### src/rtl/inst_rom_loader_pkg.sv
// Shared types and constants for the instruction ROM and its byte-stream program loader.
package inst_rom_loader_pkg;

    localparam int INST_BUS_W      = 16;
    localparam int INST_ADDR_BUS_W = 16;
    localparam logic [INST_BUS_W-1:0] NOP_INST = 16'h0000;

    typedef enum logic [1:0] {
        IDLE,
        LOAD_HI,
        LOAD_LO,
        DONE
    } ld_state_t;

endpackage

### src/rtl/inst_ram_1r1w.sv
// Word array with a synchronous write port and an asynchronous read port.
module inst_ram_1r1w #(
    parameter int DEPTH_LOG2 = 8,
    parameter int WIDTH      = 16
) (
    input  logic                  clk,
    input  logic                  we,
    input  logic [DEPTH_LOG2-1:0] waddr,
    input  logic [WIDTH-1:0]      wdata,
    input  logic [DEPTH_LOG2-1:0] raddr,
    output logic [WIDTH-1:0]      rdata
);

    logic [WIDTH-1:0] mem [0:(1 << DEPTH_LOG2)-1];

    always_ff @(posedge clk) begin
        if (we) begin
            mem[waddr] <= wdata;
        end
    end

    assign rdata = mem[raddr];

endmodule

### src/rtl/inst_rom_loader.sv
// Instruction memory for the CPU fetch port, plus a valid/ready byte-stream loader
// that rewrites the memory and holds the CPU in reset while loading.
module inst_rom_loader
    import inst_rom_loader_pkg::*;
#(
    parameter int DEPTH_LOG2 = 8,
    parameter int ADDR_W     = INST_ADDR_BUS_W,
    parameter int INST_W     = INST_BUS_W
) (
    input  logic                  clk,
    input  logic                  rst,
    input  logic                  rom_ce_i,
    input  logic [ADDR_W-1:0]     rom_addr_i,
    output logic [INST_W-1:0]     rom_data_o,
    input  logic                  ld_start_i,
    input  logic                  ld_valid_i,
    input  logic [7:0]            ld_data_i,
    input  logic                  ld_last_i,
    output logic                  ld_ready_o,
    output logic                  ld_busy_o,
    output logic                  ld_err_o,
    output logic [DEPTH_LOG2:0]   ld_count_o,
    output logic                  cpu_hold_o
);

    ld_state_t          state, state_nxt;
    logic [DEPTH_LOG2:0] wptr;
    logic [7:0]         hi_byte;
    logic               err;

    logic               accept;
    logic               full;
    logic               we;
    logic               wptr_inc;
    logic               set_err;
    logic               clr;
    logic               hi_ld;
    logic [15:0]        wword;
    logic [INST_W-1:0]  rdata;
    logic               addr_oor;

    assign ld_ready_o = (state == LOAD_HI) || (state == LOAD_LO);
    assign ld_busy_o  = (state != IDLE);
    assign accept     = ld_valid_i && ld_ready_o;
    // wptr saturates at 2**DEPTH_LOG2, so its top bit alone flags a full memory
    assign full       = wptr[DEPTH_LOG2];

    always_comb begin
        state_nxt = state;
        we        = 1'b0;
        wptr_inc  = 1'b0;
        set_err   = 1'b0;
        clr       = 1'b0;
        hi_ld     = 1'b0;
        wword     = {hi_byte, ld_data_i};
        case (state)
            IDLE: begin
                if (ld_start_i) begin
                    clr       = 1'b1;
                    state_nxt = LOAD_HI;
                end
            end
            LOAD_HI: begin
                if (accept) begin
                    hi_ld = 1'b1;
                    if (ld_last_i) begin
                        // odd-length stream: keep the orphan byte as a padded word
                        wword     = {ld_data_i, 8'h00};
                        we        = !full;
                        set_err   = 1'b1;
                        state_nxt = DONE;
                    end else begin
                        state_nxt = LOAD_LO;
                    end
                end
            end
            LOAD_LO: begin
                if (accept) begin
                    if (full) begin
                        set_err = 1'b1;
                    end else begin
                        we       = 1'b1;
                        wptr_inc = 1'b1;
                    end
                    state_nxt = ld_last_i ? DONE : LOAD_HI;
                end
            end
            DONE: begin
                state_nxt = IDLE;
            end
            default: begin
                state_nxt = IDLE;
            end
        endcase
    end

    always_ff @(posedge clk) begin
        if (rst) begin
            state   <= IDLE;
            wptr    <= '0;
            err     <= 1'b0;
            hi_byte <= '0;
        end else begin
            state <= state_nxt;
            if (clr) begin
                wptr <= '0;
                err  <= 1'b0;
            end else begin
                if (wptr_inc) begin
                    wptr <= wptr + 1'b1;
                end
                if (set_err) begin
                    err <= 1'b1;
                end
            end
            if (hi_ld) begin
                hi_byte <= ld_data_i;
            end
        end
    end

    inst_ram_1r1w #(
        .DEPTH_LOG2(DEPTH_LOG2),
        .WIDTH     (INST_W)
    ) u_ram (
        .clk  (clk),
        .we   (we),
        .waddr(wptr[DEPTH_LOG2-1:0]),
        .wdata(INST_W'(wword)),
        .raddr(rom_addr_i[DEPTH_LOG2-1:0]),
        .rdata(rdata)
    );

    assign addr_oor   = (rom_addr_i >> DEPTH_LOG2) != '0;
    assign rom_data_o = (rst || !rom_ce_i || addr_oor || ld_busy_o) ? INST_W'(NOP_INST) : rdata;

    assign ld_err_o   = err;
    assign ld_count_o = wptr;
    assign cpu_hold_o = rst || ld_busy_o;

endmodule

### config.mk
export PLATFORM = sky130hd
export DESIGN_NAME = inst_rom_loader
export DESIGN_NICKNAME = d
export VERILOG_FILES = /design/src/rtl/inst_rom_loader_pkg.sv /design/src/rtl/inst_ram_1r1w.sv /design/src/rtl/inst_rom_loader.sv
export SDC_FILE = /design/constraint.sdc
export NUM_CORES = 2
export LEC_CHECK = 0
export CAP_MARGIN = 20
export CORE_MARGIN = 4
export CORE_UTILIZATION = 35
export CTS_CLUSTER_SIZE = 16
export DETAILED_ROUTE_END_ITERATION = 10
export GPL_TIMING_DRIVEN = 1
export HOLD_SLACK_MARGIN = 0.08
export PLACE_DENSITY = 0.52
export SLEW_MARGIN = 10
export SYNTH_ARGS = -nofsm -noshare
export SYNTH_HDL_FRONTEND = slang
export SYNTH_HIERARCHICAL = 1
export SYNTH_SLANG_ARGS = --single-unit
### constraint.sdc
create_clock -name clk -period 7.8 [get_ports clk]
set_input_delay 1.56 -clock clk [delete_from_list [all_inputs] [get_ports clk]]
set_output_delay 1.56 -clock clk [all_outputs]
set_load 0.05 [all_outputs]
======== Word level (Yosys, flattened, before mapping) ========
Memory sizes are Yosys's and may differ from the RTL's.
Cells that the tools add are included.
operators by class
  add/subtract/negate cells ............... 1
  equality and inequality tests ........... 6
  muxes and demuxes ....................... 27
  reduce and logical (&&, ||, !) cells .... 13
operators by type and width
  operator             count
  $mux 16              4
  $mux 1               16
  $reduce_bool 16->1   1
  $add 9x1->9 const B  1
  $mux 2               4
  $pmux 2 s4           1
  $ne 2x2->1 const B   3
  $logic_or 1x1->1     5
  $eq 2x2->1 const B   2
  $pmux 1 s2           2
  $reduce_and 3->1     1
  $eq 2x1->1 const B   1
  $logic_not 1->1      2
  $logic_not 2->1      1
  $reduce_bool 2->1    1
  $reduce_or 2->1      1
  $logic_and 1x1->1    1
storage, ports and cells
  register bits after elaboration ......... 20
  RAM bits ................................ 4096
  bits of input ports ..................... 30
  output and inout bits ................... 29
  word-level logic and storage cells ...... 52
  memories kept ........................... 1
memory list
  memory     words  width  read ports  clocked after memory_dff  wr ports  RTL line             text
  u_ram.mem  256    16     1           0                         1         inst_ram_1r1w.sv:14  logic [WIDTH-1:0] mem [0:(1 << DEPTH_LOG2)-1];

======== Longest topological paths before layout ========
  depth in word-level cells ............... 7
  gate-level depth with buffers ........... 13
  mapped depth without buffers ............ 7

======== Cells and area by module ========
Netlist, hierarchy kept.
modules (own cells, without submodules)
  module           times used  cells an instance  area an instance (um^2)  seq. area each (um^2)
  inst_ram_1r1w    1           7344               158394.4                 122998.0
  inst_rom_loader  1           139                1242.4                   400.4

======== Worst setup path before layout ========
Ideal clock, no wire load.
  kind .................................... in2reg
  from .................................... input ld_valid_i
  to ...................................... memory u_ram.mem[0][0], data pin
  library setup time ...................... 0.869 ns
  arrival ................................. 5.494 ns
  required time ........................... 6.931 ns
  path slack .............................. 1.437 ns
  cell stages on the path ................. 4
  path buffers ............................ 2
  cells stage by stage .................... clkbuf_1 > nand4_1 > clkbuf_1 > and2_1
on the way
  word-level cells in the longest chain between the ends .. 3
RTL lines
  item                RTL line               text
  start: declaration  inst_rom_loader.sv:16  input logic ld_valid_i,
  $logic_and 1x1->1   inst_rom_loader.sv:44  assign accept = ld_valid_i && ld_ready_o;
  $mux 16             inst_rom_loader.sv:64  if (accept) begin
  $mux 16             inst_rom_loader.sv:56  case (state)
  via wword[0]        inst_rom_loader.sv:38  logic [15:0] wword;
  end: declaration    inst_ram_1r1w.sv:14
The timed path passes the listed nets, and every way through them passes these cells.

======== Final worst setup path ========
  from .................................... input rom_addr_i[0]
  to ...................................... output rom_data_o[14]
on the way
  word-level cells in the longest chain between the ends .. 2
RTL lines
  item                RTL line                text
  start: declaration  inst_rom_loader.sv:13   input logic [ADDR_W-1:0] rom_addr_i,
  $mem_v2 256x16      --
  via rdata[14]       inst_rom_loader.sv:39   logic [INST_W-1:0] rdata;
  $mux 16             inst_rom_loader.sv:135  assign rom_data_o = (rst || !rom_ce_i || addr_oor || ld_busy_o) ? INST_W'(NOP_INST) : rdata;
  end: declaration    inst_rom_loader.sv:14   output logic [INST_W-1:0] rom_data_o,
The timed path passes the listed nets, and every way through them passes these cells.

==> results.tsv <==
metric	value	unit
drtIter0Drc	9223	
comb_power_share	6.1	%
core	453000	sq um
cts_setup_buffers	0	
cts_buffers	418	
period_share	95.1	%
cts.path.max_buffers	4	
finClkSkew	0.0545	ns
cts_tree	built	
netSwitchingPower	10.4	mW
pin_count	59	
grt_pass1_wl	632000	um
yosysSeqAreaShare	77.3	%
max-slew-margin-rel	-1.35	%
insertion_delay	0.96	ns
drive_above_1_share	25.9	%
status	finished with violations	
die_w	683	um
grt.total_usage	18.9	%
die_h	683	um
synth_cells	7483	
antenna_found_initial	28	
stdcell_count	14400	
drtAntennaViolNets	0	
clkSinkCount	4116	
yosysMostFrequentCell	edfxtp_1	
fmax	135	MHz
hpwl	274000	um
wl	452000	um
crit_arrival	5.86	ns
via_count	79700	
place_inst	13600	
switching_share	22.2	%
clk_pin_slew	0.06	ns
synth_cell_type_count	64	
netlist.area_leader.share	77.0	%
violations	max-slew violations	
syn_nets	7518	
cp_max_fo	53	
seq_power_share	52.7	%
holdWs	0.513	ns
rsz0062_at_grt	no	
min-delay-path-class	flop to flop	
synth_seq_cells	4116	
hold_viol	0	
mappedNetlistArea	160000	sq um
root_buffer	clkbuf_16	
setup_viol	0	
routabilityCongestion	0.841	
fin_nets	8071	
detail_route.wl_per_cell	31.5	um
synth_edf_count	4096	
crit_type	primary input to output pin	
synth_area_leaders	edfxtp_1 77%, mux4_2 11%, mux2i_1 3.6%, o221ai_1 1.4%, nor2_1 0.74%	
slew_violations	24	
synth_top_area_cell	edfxtp_1	
cp_data_required_time	6.24	ns
min_period	7.42	ns
io_buffer_count	58	
syn_avg_cell_area	21.3	sq um
crit_path_end_kind	output pin	
power_frac_clock	41.2	%
drt_pass1_iterations	6	
power_leakage	58.7	nW
synth_flop_cell	edfxtp_1	
drv_cap	0	
initial_core_util	35.2	%
die_area	467000	sq um
grt_max_degree	181	
ys_warn_count	6	
drc	0	
grt_pass1_vias	79400	
peakVddDrop	234	uV
crit_path_start_kind	primary input	
tightest_slew	1.52	ns
htreeDepth	5	
synth-async-reset-ratio	0	%
overflow	0	
num_rows	247	
fin_setup_tns	0	ns
vias_per_cell	5.55	
powerDensity	256	nW/um^2
hold_buffers	0	
syn2layout_area_growth	15.1	%
internal-power	36.6	mW
yosys-top-cells-count	4,096 x edfxtp_1, 797 x mux4_2, 573 x mux2i_1	
cells in the final DEF (no fill, tap or decap), types with 30 or more instances in the layout:
master / netlist / routed
buf_12: 5 / 74
clkbuf_16: 0 / 423
clkinv_1: 0 / 109
o221ai_1: 252 / 252
clkinv_2: 0 / 75
buf_8: 11 / 30
buf_4: 26 / 442
o22ai_1: 148 / 148
clkdlybuf4s50_1: 0 / 37
mux4_2: 797 / 797
bufinv_16: 0 / 31
mux2_2: 97 / 89
mux2i_1: 573 / 573
a22oi_1: 43 / 43
nor2_2: 0 / 97
o21ai_0: 39 / 38
a21oi_1: 185 / 185
nor2_1: 314 / 216
nand2_1: 43 / 43
a22o_1: 32 / 32
clkbuf_1: 234 / 82
edfxtp_1: 4096 / 4096
nor3_1: 93 / 91
metal layers:
metal / share of wire [%] / track usage, % / vias up / wire length (um)
li1: - / - / 32900 / -
met4: 3.3 / 5.78 / 4 / 14900
met1: 41 / 26.0 / 43200 / 185000
met5: 0.0060 / 0 / - / 27
met2: 48 / 30.7 / 3095 / 218000
met3: 7.4 / 3.30 / 585 / 33500
through the flow:
| stage | total power [mW] | worst slack (ns) | util (%) | instance area [sq um] |
|---|---|---|---|---|
| 6_report | 47.0 | 0.384 | 40.5 | 184000 |
| 5_1_grt | 48.5 | 0.251 | 40.5 | 184000 |
| 4_1_cts | 47.5 | 0.0981 | 40.5 | 183000 |
| 3_5_place_dp | 28.1 | 0.111 | 37.6 | 170000 |
| 3_3_place_gp | 28.1 | 0.133 | 37.5 | 170000 |
| 2_1_floorplan | 26.9 | 1.44 | - | 160000 |
registers in the layout, indices dropped and copies added, names as in the netlist:
signal / count
state: 2
hi_byte: 8
u_ram/mem: 4096
ld_count_o: 9
ld_err_o: 1
path summary, 6_finish.rpt:
kind                                       startpoint                          end  cells past startpoint  slack (ns)
worst max-delay path                    rom_addr_i[0]               rom_data_o[14]                     13        0.38
worst min-delay path            ld_err_o$_SDFFE_PP0P_        ld_err_o$_SDFFE_PP0P_                      2        0.51
worst max register to register  state[0]$_SDFFE_PP0P_  u_ram/mem[117][9]$_DFFE_PP_                      9        3.01
worst min register to register  ld_err_o$_SDFFE_PP0P_        ld_err_o$_SDFFE_PP0P_                      2        0.51
cell type report:
cell class              count  area (sq um)
clock inverters           258          2230
well taps                5976          7480
flip-flops and latches   4116        123000
clock buffers             505         10900
multi-input cells        2900         34000
repair buffers            590          5720
fillers                 39600        270000
diodes                     10          25.0
inverters                  10          50.0
power groups by stage:
stage	sequential (mW)	combinational, mW	clock [mW]
final	24.7	2.89	19.3
after detailed placement	25.2	2.93	0
after floorplan	25.3	1.59	0
after CTS	24.7	2.94	19.8
after global placement	25.2	2.86	0
after global routing	24.7	3.05	20.7
critical path: stages:
cell	delay, ns
buf_16	0.24
buf_12	0.35
buf_4	0.31
buf_12	0.34
mux2i_1	0.15
o221ai_1	0.40
o22ai_1	0.27
a22oi_1	0.48
nand3_1	0.35
nor4_2	0.62
buf_4	0.20
and2_1	0.13
buf_4	0.20
repair_timing:
action | in CTS | in global routing
resized for setup | 0 | 1
endpoints found under the setup margin | 0 | 1
endpoints found under the hold margin | 0 | 0
logic make-up after synthesis:
logic type               count (synthesis)  share of synthesized area (%)
XOR/XNOR                                 1                        0.00549
AND/OR/NAND/NOR                        616                           1.80
multiplexers                          1467                           15.5
flip-flops                            4116                           77.3
adder cells (fa/ha/maj)                  5                         0.0392
buffers and inverters                  467                           1.71
AO/OA/AOI/OAI                          811                           3.62
(Power assumes the default switching activity.)
